### src/rtl/pim_output_packer.sv
// pim_output_packer
//   Packs per-lane PIM encoder results into 32-bit words and buffers them in a
//   small first-word-fall-through FIFO drained through a valid/ready pop port.
//   PARALLEL mode packs four 7-bit lanes into one word each capture. RBR mode
//   packs four 4-bit lanes into a half-word and joins two captures per word.
//   A lone pending RBR half can be forced out with zero padding.
//
// Ports
//   clk_i             clock, all state on rising edge
//   rst_i             synchronous active-high reset
//   pim_mode_i        3'b101 PARALLEL, 3'b110 RBR, anything else idle
//   enc_valid_i       encoder_output_i valid this cycle
//   encoder_output_i  four 7-bit lane results, lane 0 lands in the low bits
//   flush_i           force out a pending RBR low half
//   rd_valid_o        FIFO non-empty
//   rd_ready_i        consumer pops head when rd_valid_o && rd_ready_i
//   rd_data_o         head word, 0 when empty
//   count_o           words stored
//   half_pend_o       RBR packer holds a stored low half
//   overflow_o        sticky, a word was dropped on a full FIFO
//
// Packer states
//   state      | meaning
//   HALF_EMPTY | no RBR half stored
//   HALF_FULL  | low half held in half_q, waiting for the high half or a flush

module pim_output_packer #(
  parameter  int unsigned DEPTH = 8,
  localparam int unsigned CNT_W = $clog2(DEPTH + 1)
) (
  input  logic             clk_i,
  input  logic             rst_i,
  input  logic [2:0]       pim_mode_i,
  input  logic             enc_valid_i,
  input  logic [6:0]       encoder_output_i [0:3],
  input  logic             flush_i,
  output logic             rd_valid_o,
  input  logic             rd_ready_i,
  output logic [31:0]      rd_data_o,
  output logic [CNT_W-1:0] count_o,
  output logic             half_pend_o,
  output logic             overflow_o
);

  localparam int unsigned PTR_W = $clog2(DEPTH);
  localparam logic [2:0] MODE_PAR = 3'b101;
  localparam logic [2:0] MODE_RBR = 3'b110;

  typedef enum logic {HALF_EMPTY = 1'b0, HALF_FULL = 1'b1} pack_state_e;

  pack_state_e      state_q, state_d;
  logic [15:0]      half_q, half_d;
  logic [31:0]      mem_q [DEPTH];
  logic [PTR_W-1:0] wr_ptr_q, wr_ptr_d;
  logic [PTR_W-1:0] rd_ptr_q, rd_ptr_d;
  logic [CNT_W-1:0] count_q, count_d;
  logic             overflow_q, overflow_d;

  logic        par_cap, rbr_cap;
  logic [31:0] par_word;
  logic [15:0] rbr_half;
  logic        push, pop, push_ok;
  logic [31:0] push_data;

  assign par_cap  = enc_valid_i && (pim_mode_i == MODE_PAR);
  assign rbr_cap  = enc_valid_i && (pim_mode_i == MODE_RBR);
  assign par_word = {4'b0, encoder_output_i[3], encoder_output_i[2],
                     encoder_output_i[1], encoder_output_i[0]};
  assign rbr_half = {encoder_output_i[3][3:0], encoder_output_i[2][3:0],
                     encoder_output_i[1][3:0], encoder_output_i[0][3:0]};

  // Packer next state and the single push request of this cycle.
  always_comb begin
    state_d   = state_q;
    half_d    = half_q;
    push      = 1'b0;
    push_data = '0;
    if (par_cap) begin
      push      = 1'b1;
      push_data = par_word;
    end
    if (rbr_cap) begin
      if (state_q == HALF_EMPTY) begin
        half_d  = rbr_half;
        state_d = HALF_FULL;
      end else begin
        push      = 1'b1;
        push_data = {rbr_half, half_q};
        state_d   = HALF_EMPTY;
      end
    end else if ((state_q == HALF_FULL) && (flush_i || (pim_mode_i != MODE_RBR))
                 && !par_cap) begin
      // A PARALLEL capture owns the push slot; the flush waits a cycle.
      push      = 1'b1;
      push_data = {16'h0, half_q};
      state_d   = HALF_EMPTY;
    end
  end

  assign pop     = (count_q != '0) && rd_ready_i;
  assign push_ok = push && ((count_q < CNT_W'(DEPTH)) || pop);

  always_comb begin
    wr_ptr_d   = wr_ptr_q;
    rd_ptr_d   = rd_ptr_q;
    count_d    = count_q;
    overflow_d = overflow_q;
    if (push_ok) wr_ptr_d = wr_ptr_q + 1'b1;
    if (pop)     rd_ptr_d = rd_ptr_q + 1'b1;
    if (push && !push_ok) overflow_d = 1'b1;
    case ({push_ok, pop})
      2'b10:   count_d = count_q + 1'b1;
      2'b01:   count_d = count_q - 1'b1;
      default: count_d = count_q;
    endcase
  end

  always_ff @(posedge clk_i) begin
    if (rst_i) begin
      state_q    <= HALF_EMPTY;
      half_q     <= '0;
      wr_ptr_q   <= '0;
      rd_ptr_q   <= '0;
      count_q    <= '0;
      overflow_q <= 1'b0;
    end else begin
      state_q    <= state_d;
      half_q     <= half_d;
      wr_ptr_q   <= wr_ptr_d;
      rd_ptr_q   <= rd_ptr_d;
      count_q    <= count_d;
      overflow_q <= overflow_d;
    end
  end

  // Storage needs no reset: reads are masked while the FIFO is empty.
  always_ff @(posedge clk_i) begin
    if (!rst_i && push_ok) mem_q[wr_ptr_q] <= push_data;
  end

  assign rd_valid_o  = (count_q != '0);
  assign rd_data_o   = rd_valid_o ? mem_q[rd_ptr_q] : 32'h0;
  assign count_o     = count_q;
  assign half_pend_o = (state_q == HALF_FULL);
  assign overflow_o  = overflow_q;

endmodule

### config.mk
export PLATFORM = sky130hd
export DESIGN_NAME = pim_output_packer
export DESIGN_NICKNAME = d
export VERILOG_FILES = /design/src/rtl/pim_output_packer.sv
export SDC_FILE = /design/constraint.sdc
export NUM_CORES = 1
export LEC_CHECK = 0
export BUFFER_PORTS_ARGS = -buffer_cell sky130_fd_sc_hd__buf_4
export CAP_MARGIN = 15
export CORE_MARGIN = 5
export CORE_UTILIZATION = 45
export DETAILED_ROUTE_END_ITERATION = 10
export HOLD_SLACK_MARGIN = 0.05
export PLACE_DENSITY_LB_ADDON = 0.2
export SYNTH_ARGS = -nofsm -noshare
export SYNTH_HDL_FRONTEND = slang
export SYNTH_SLANG_ARGS = --single-unit
export TNS_END_PERCENT = 20
### constraint.sdc
create_clock -name clk_i -period 4.9 [get_ports clk_i]
set_input_delay 1.225 -clock clk_i [delete_from_list [all_inputs] [get_ports clk_i]]
set_output_delay 1.225 -clock clk_i [all_outputs]
set_load 0.1 [all_outputs]
==> results of run 1 <==
registers in the layout, summed over array words and instances, names as in the netlist, named ones only:
| register | cells |
|---|---|
| half_pend_o | 1 |
| mem_q | 256 |
| overflow_o | 1 |
| rd_ptr_q | 3 |
| wr_ptr_q | 3 |
| half_q | 16 |
| count_o | 4 |
power by group through the flow:
| stage | Sequential (uW) | Clock (uW) | Combinational, uW |
|---|---|---|---|
| after floorplan | 2800 | 0 | 2190 |
| after global placement | 2830 | 0 | 2710 |
| final | 2770 | 2020 | 2690 |
| after CTS | 2780 | 2070 | 2730 |
| after global routing | 2790 | 2180 | 2800 |
| after detailed placement | 2830 | 0 | 2720 |
cells in the final DEF, fill, tap and decap left out, drive strengths merged, types with 2 or more instances in the layout:
| master | count |
|---|---|
| ha | 5 |
| nor4 | 3 |
| buf | 93 |
| nor3b | 2 |
| a22o | 28 |
| mux2i | 50 |
| dfxtp | 31 |
| nand2 | 3 |
| o21ai | 5 |
| mux4 | 64 |
| a21oi | 3 |
| edfxtp | 256 |
| nor2 | 62 |
| inv | 2 |
| and2 | 7 |
| nor3 | 5 |
| clkinv | 5 |
| clkbuf | 46 |
| xor2 | 4 |
| nand2b | 5 |
| nand3b | 2 |
| nand3 | 4 |
| or3 | 3 |
per-layer routing:
| metal | share of wire (%) | up-vias | GRT usage, % |
|---|---|---|---|
| met5 | 0.052 | - | 0 |
| met2 | 51 | 168 | 30.7 |
| met1 | 41 | 3042 | 23.4 |
| li1 | - | 2573 | - |
| met4 | 1.8 | 2 | 4.06 |
| met3 | 5.3 | 33 | 2.84 |
worst register-to-register path, delay by kind of cell (launching register included):
family          cells  cell delay [ns]
simple gates        3             0.85
buf+inv             2             0.57
fa+ha+maj           2             0.49
flops               1             0.40
compound gates      2             0.29
xor+xnor            2             0.27
per-stage QoR:
stage	worst slack, ns	area (um2)	util [%]	hold WS [ns]
after global placement	1.33	12500	49.7	0.475
final	0.899	13400	53.2	0.494
after CTS	0.777	13400	53.2	0.497
after global routing	0.638	13400	53.2	0.536
after floorplan	0.321	11400	-	0.461
after detailed placement	1.28	12500	49.7	0.482
worst paths after layout:
path | from | endpoint | slack [ns] | depth (start not counted)
worst max-delay path | flop | rd_data_o[5] | 0.90 | 5
worst min-delay path | half_q[14]$_SDFFE_PP0P_ | half_q[14]$_SDFFE_PP0P_ | 0.49 | 2
worst max register to register | count_o[1]$_SDFFE_PP0P_ | count_o[2]$_SDFFE_PP0P_ | 1.96 | 11
worst min register to register | half_q[14]$_SDFFE_PP0P_ | half_q[14]$_SDFFE_PP0P_ | 0.49 | 2
layout make-up:
type	instances	share of cell area (%)
Tap cell	330	3.09
Timing Repair Buffer	93	5.60
Clock inverter	6	0.234
Multi-Input combinational cell	269	22.4
Clock buffer	46	6.36
Sequential cell	287	62.3
Inverter	2	0.0562
logic make-up after synthesis:
logic type                 synth area share (%)
muxes                                      17.1
buffers and inverters                      1.58
xor gates and xnor gates                  0.449
adders and majority gates                 0.548
AOI/OAI and AO/OA                          3.14
DFF                                        72.7
and+or+nand+nor                            4.46
==> flow_metrics.py, run 1 <==
metrics = {
    "synth": {
        "yosys-top-cells-area": "edfxtp_1, mux4_2, dfxtp_1",
        "yosys_warnings": 0,
        "synth_fp_nets": 631,
        "yosys.area.top_type": "edfxtp_1",
        "syn-instance-count": 590,
        "syn_area_per_cell_um2": 19.4,
        "ys_seq_elements": 287,
        "synth_top_cell_area_share_pct": 67.3,
        "synth_ff_type": "edfxtp_1",
        "synth_area_um2": 11400,
        "yosysMostFrequentCell": "edfxtp_1",
        "synth_commonest_cells": "edfxtp_1, mux4_2, nor2_1, mux2i_1, dfxtp_1",
        "synth_edf_count": 256,
        "ys_seq_area_share_pct": 72.7,
        "ys_types": 44,
        "async_flop_share_pct": 0,
    },
    "cells_and_area": {
        "nNetsFinal": 722,
        "finalNonFillerCells": 1033,
        "area_growth_pct": 16.9,
        "drive_gt1_share_pct": 30.7,
        "multi_input_area_um2": 2990,
        "nFillCells": 2014,
        "register_area_um2": 8310,
        "diodes": 0,
    },
    "clock_tree": {
        "ctsHoldBuffers": 0,
        "cts.clk_slew.worst_paths_ns": 0.06,
        "cts.path.max_buffers": 3,
        "post_cts_buffers": 0,
        "numClockSinks": 287,
        "clk_latency_ns": 0.53,
        "htreeDepth": 1,
        "post_cts_resized": 0,
        "root_buffer": "clkbuf_16",
        "cts_tree": "built",
        "cts_buffers": 28,
    },
    "routing": {
        "drtAntennaViolNets": 0,
        "wl_per_cell_um": 24.1,
        "vias": 5818,
        "drt_wl_total_mm": 24.9,
        "viasPerCell": 5.63,
        "dr.first_iter.drc_count": 390,
        "firstDrtPassIters": 5,
        "drc": 0,
    },
    "sta": {
        "period_minus_slack_ns": 4.00,
        "grt_setup_unrepaired": "no",
        "worstMarginPinSlew_ns": 1.08,
        "tns_ns": 0,
        "final-setup-viol-count": 0,
        "fmax_mhz": 250,
        "hold_viol": 0,
        "relSlewSlack_pct": 27.9,
        "maxSlewViolCount": 0,
        "fin_skew_ns": 0.0176,
        "post-route-period-util_pct": 81.7,
    },
    "worst_setup_path": {
        "crit_type": "reg -> out",
        "required_ns": 3.67,
        "cp-start-kind": "flop",
        "critPathMostFrequentCell": "buf_4",
        "crit_slowest_cell": "dfxtp_4",
        "critPathBufInv": 2,
        "critical-path-max-stage-delay_ns": 0.80,
        "path_delay_family": "flip-flops",
        "cp.arrival_ns": 2.78,
        "endpoint_kind": "output pin",
        "crit_chain": "buf_4, mux4_2, mux2i_1, nor2_1, buf_4",
        "crit_path_max_fanout": 33,
    },
    "grt": {
        "track_usage_pct": 17.6,
        "antenna_found_initial": 1,
        "grt_pass1_vias": 6349,
        "grt_pass1_wl_mm": 38.1,
        "grt_overflow": 0,
        "grt_start_max_net_pins": 35,
    },
    "power_and_ir_drop": {
        "power_density_nw_per_um2": 561,
        "switchingPower_uw": 2950,
        "power_switching_share_pct": 39.3,
        "ir_drop_mv": 0.773,
        "power_frac_seq_pct": 37.0,
        "p_total_uw": 7490,
        "p_leak_uw": 0.00419,
        "comb_power_share_pct": 36.0,
        "p_int_uw": 4540,
        "pwr-share-clk_pct": 27.0,
    },
    "placement": {
        "globalplace.congestion": 0.773,
        "placed_cells": 981,
        "portBuffers": 74,
        "dpl.hpwl_mm": 14.6,
    },
    "floorplan": {
        "pin_count": 75,
        "fp.dieArea_um2": 28700,
        "initial_core_util_pct": 45.5,
        "core_area_um2": 25100,
        "die_w_um": 169,
        "num_rows": 58,
        "fp.dieH_um": 169,
    },
    "run_status": {
        "status": "finished, final reports clean",
    },
    "worst_hold_path": {
        "min_path_type": "reg -> reg",
    },
    "run": {
        "cap_viol_max_count": 0,
    },
}
Power figures use the tool's default switching activity.
==> run 2, diff against run 1 <==
Clock period 4.9 ns to 3.89 ns, I/O delays scaled along.
==> run 2 against run 1 <==
- wire length is 1.1% lower
- final cell count is 0.19% higher
- global-route usage is 0.25 points lower
- largest cell class unchanged
==> flow_metrics.py, run 2 (synthesis results as in run 1) <==
metrics = {
    "cells_and_area": {
        "final_util_pct": 53.3,
        "multi_input_area_um2": 2990,
        "final_common_cell": "edfxtp_1",
        "regMostFlops": "mem_q",
        "drive_gt1_share_pct": 30.5,
        "register_area_um2": 8310,
        "diodes": 0,
        "area_growth_pct": 17.1,
        "largest_reg_flops": 256,
        "nNetsFinal": 724,
        "nFillCells": 2026,
        "finalNonFillerCells": 1035,
        "layout_common_cells": "edfxtp_1, buf_4, mux4_2",
    },
    "clock_tree": {
        "htreeDepth": 1,
        "ctsHoldBuffers": 0,
        "root_buffer": "clkbuf_16",
        "cts.path.max_buffers": 3,
        "clk_latency_ns": 0.53,
        "cts_tree": "built",
        "post_cts_resized": 0,
        "numClockSinks": 287,
        "cts.clk_slew.worst_paths_ns": 0.06,
        "post_cts_buffers": 0,
        "cts_buffers": 28,
    },
    "worst_setup_path": {
        "cp.arrival_ns": 2.54,
        "cp-start-kind": "flop",
        "endpoint_kind": "output pin",
        "crit_type": "reg -> out",
        "required_ns": 2.92,
        "crit_path_max_fanout": 21,
    },
    "floorplan": {
        "core_area_um2": 25100,
        "initial_core_util_pct": 45.5,
        "die_w_um": 169,
        "fp.dieArea_um2": 28700,
        "fp.dieH_um": 169,
        "num_rows": 58,
        "pin_count": 75,
    },
    "sta": {
        "relSlewSlack_pct": 50.8,
        "fmax_mhz": 284,
        "maxSlewViolCount": 0,
        "grt_setup_unrepaired": "no",
        "post-route-period-util_pct": 90.4,
        "worstMarginPinSlew_ns": 0.738,
        "final-setup-viol-count": 0,
        "period_minus_slack_ns": 3.52,
        "fin_skew_ns": 0.0112,
        "hold_viol": 0,
    },
    "placement": {
        "portBuffers": 74,
        "placed_cells": 983,
        "globalplace.congestion": 0.793,
        "dpl.hpwl_mm": 14.1,
    },
    "grt": {
        "track_usage_pct": 17.3,
        "grt_overflow": 0,
        "busiest_layer": "met2",
        "grt_use_met1_pct": 23.7,
        "grt_util_met2_pct": 29.1,
        "antenna_found_initial": 1,
        "grt_pass1_wl_mm": 37.6,
        "grt_start_max_net_pins": 35,
        "grt_use_met3_pct": 3.21,
        "grt_pass1_vias": 6192,
    },
    "worst_hold_path": {
        "min_path_type": "reg -> reg",
    },
    "routing": {
        "dr.first_iter.drc_count": 371,
        "viasPerCell": 5.64,
        "wl_per_cell_um": 23.8,
        "drc": 0,
        "vias": 5842,
        "drtAntennaViolNets": 0,
        "firstDrtPassIters": 4,
        "drt_wl_total_mm": 24.6,
    },
    "power_and_ir_drop": {
        "ir_drop_mv": 0.535,
        "power_density_nw_per_um2": 709,
        "p_leak_uw": 0.00420,
    },
    "run": {
        "cap_viol_max_count": 0,
    },
    "run_status": {
        "status": "finished, final reports clean",
    },
}
## run 2: changes by cell type in the layout (fill, tap and decap cells not counted), sizes merged
cell	delta
clkinv	-1
bufinv	+1
buf	+2
## run 2: report_power, final
| part | switching (uW) | internal, uW | leakage [uW] |
|---|---|---|---|
| combinational | 2560 | 898 | 0.00128 |
| clock | 1070 | 1500 | 0.000423 |
| sequential | 97.5 | 3360 | 0.00249 |
## run 2: critical path: stages (launching register included)
cell and delay, ns:
dfxtp_4 0.64, buf_4 0.35, mux4_2 0.53, mux2i_1 0.16, nor2_1 0.08, buf_4 0.25
## run 2: metal layers
layer / vias to the layer above / routed length, um
met4: 2 / 432
li1: 2576 / -
met5: - / 20
met2: 157 / 12500
met1: 3074 / 10200
met3: 33 / 1440
## run 2: path summary, 6_finish.rpt
path                                   to  depth (start not counted)               startpoint  slack [ns]
setup / recovery             rd_data_o[1]                          5                     flop        0.37
hold / removal     half_q[4]$_SDFFE_PP0P_                          2   half_q[4]$_SDFFE_PP0P_        0.50
setup reg to reg  count_o[2]$_SDFFE_PP0P_                         11  count_o[1]$_SDFFE_PP0P_        1.16
hold reg to reg    half_q[4]$_SDFFE_PP0P_                          2   half_q[4]$_SDFFE_PP0P_        0.50
## run 2: layout make-up
| class | instances | share of cell area, % |
|---|---|---|
| clock inverters | 6 | 0.449 |
| multi-input cells | 269 | 22.3 |
| flip-flops and latches | 287 | 62.1 |
| well taps | 330 | 3.09 |
| inverters | 2 | 0.0561 |
| clock buffers | 46 | 6.13 |
| repair buffers | 95 | 5.80 |
## run 2: stage by stage
stage / hold WS, ns / power (uW) / cell area (um2) / TNS, ns / worst slack (ns)
floorplan: 0.461 / 6290 / 11400 / -80.32 / -0.607
global placement: 0.476 / 7010 / 12500 / 0 / 0.572
detailed placement: 0.483 / 7040 / 12500 / 0 / 0.542
CTS: 0.502 / 9600 / 13400 / 0 / 0.282
global route: 0.534 / 9860 / 13400 / 0 / 0.168
finish: 0.498 / 9480 / 13400 / 0 / 0.374
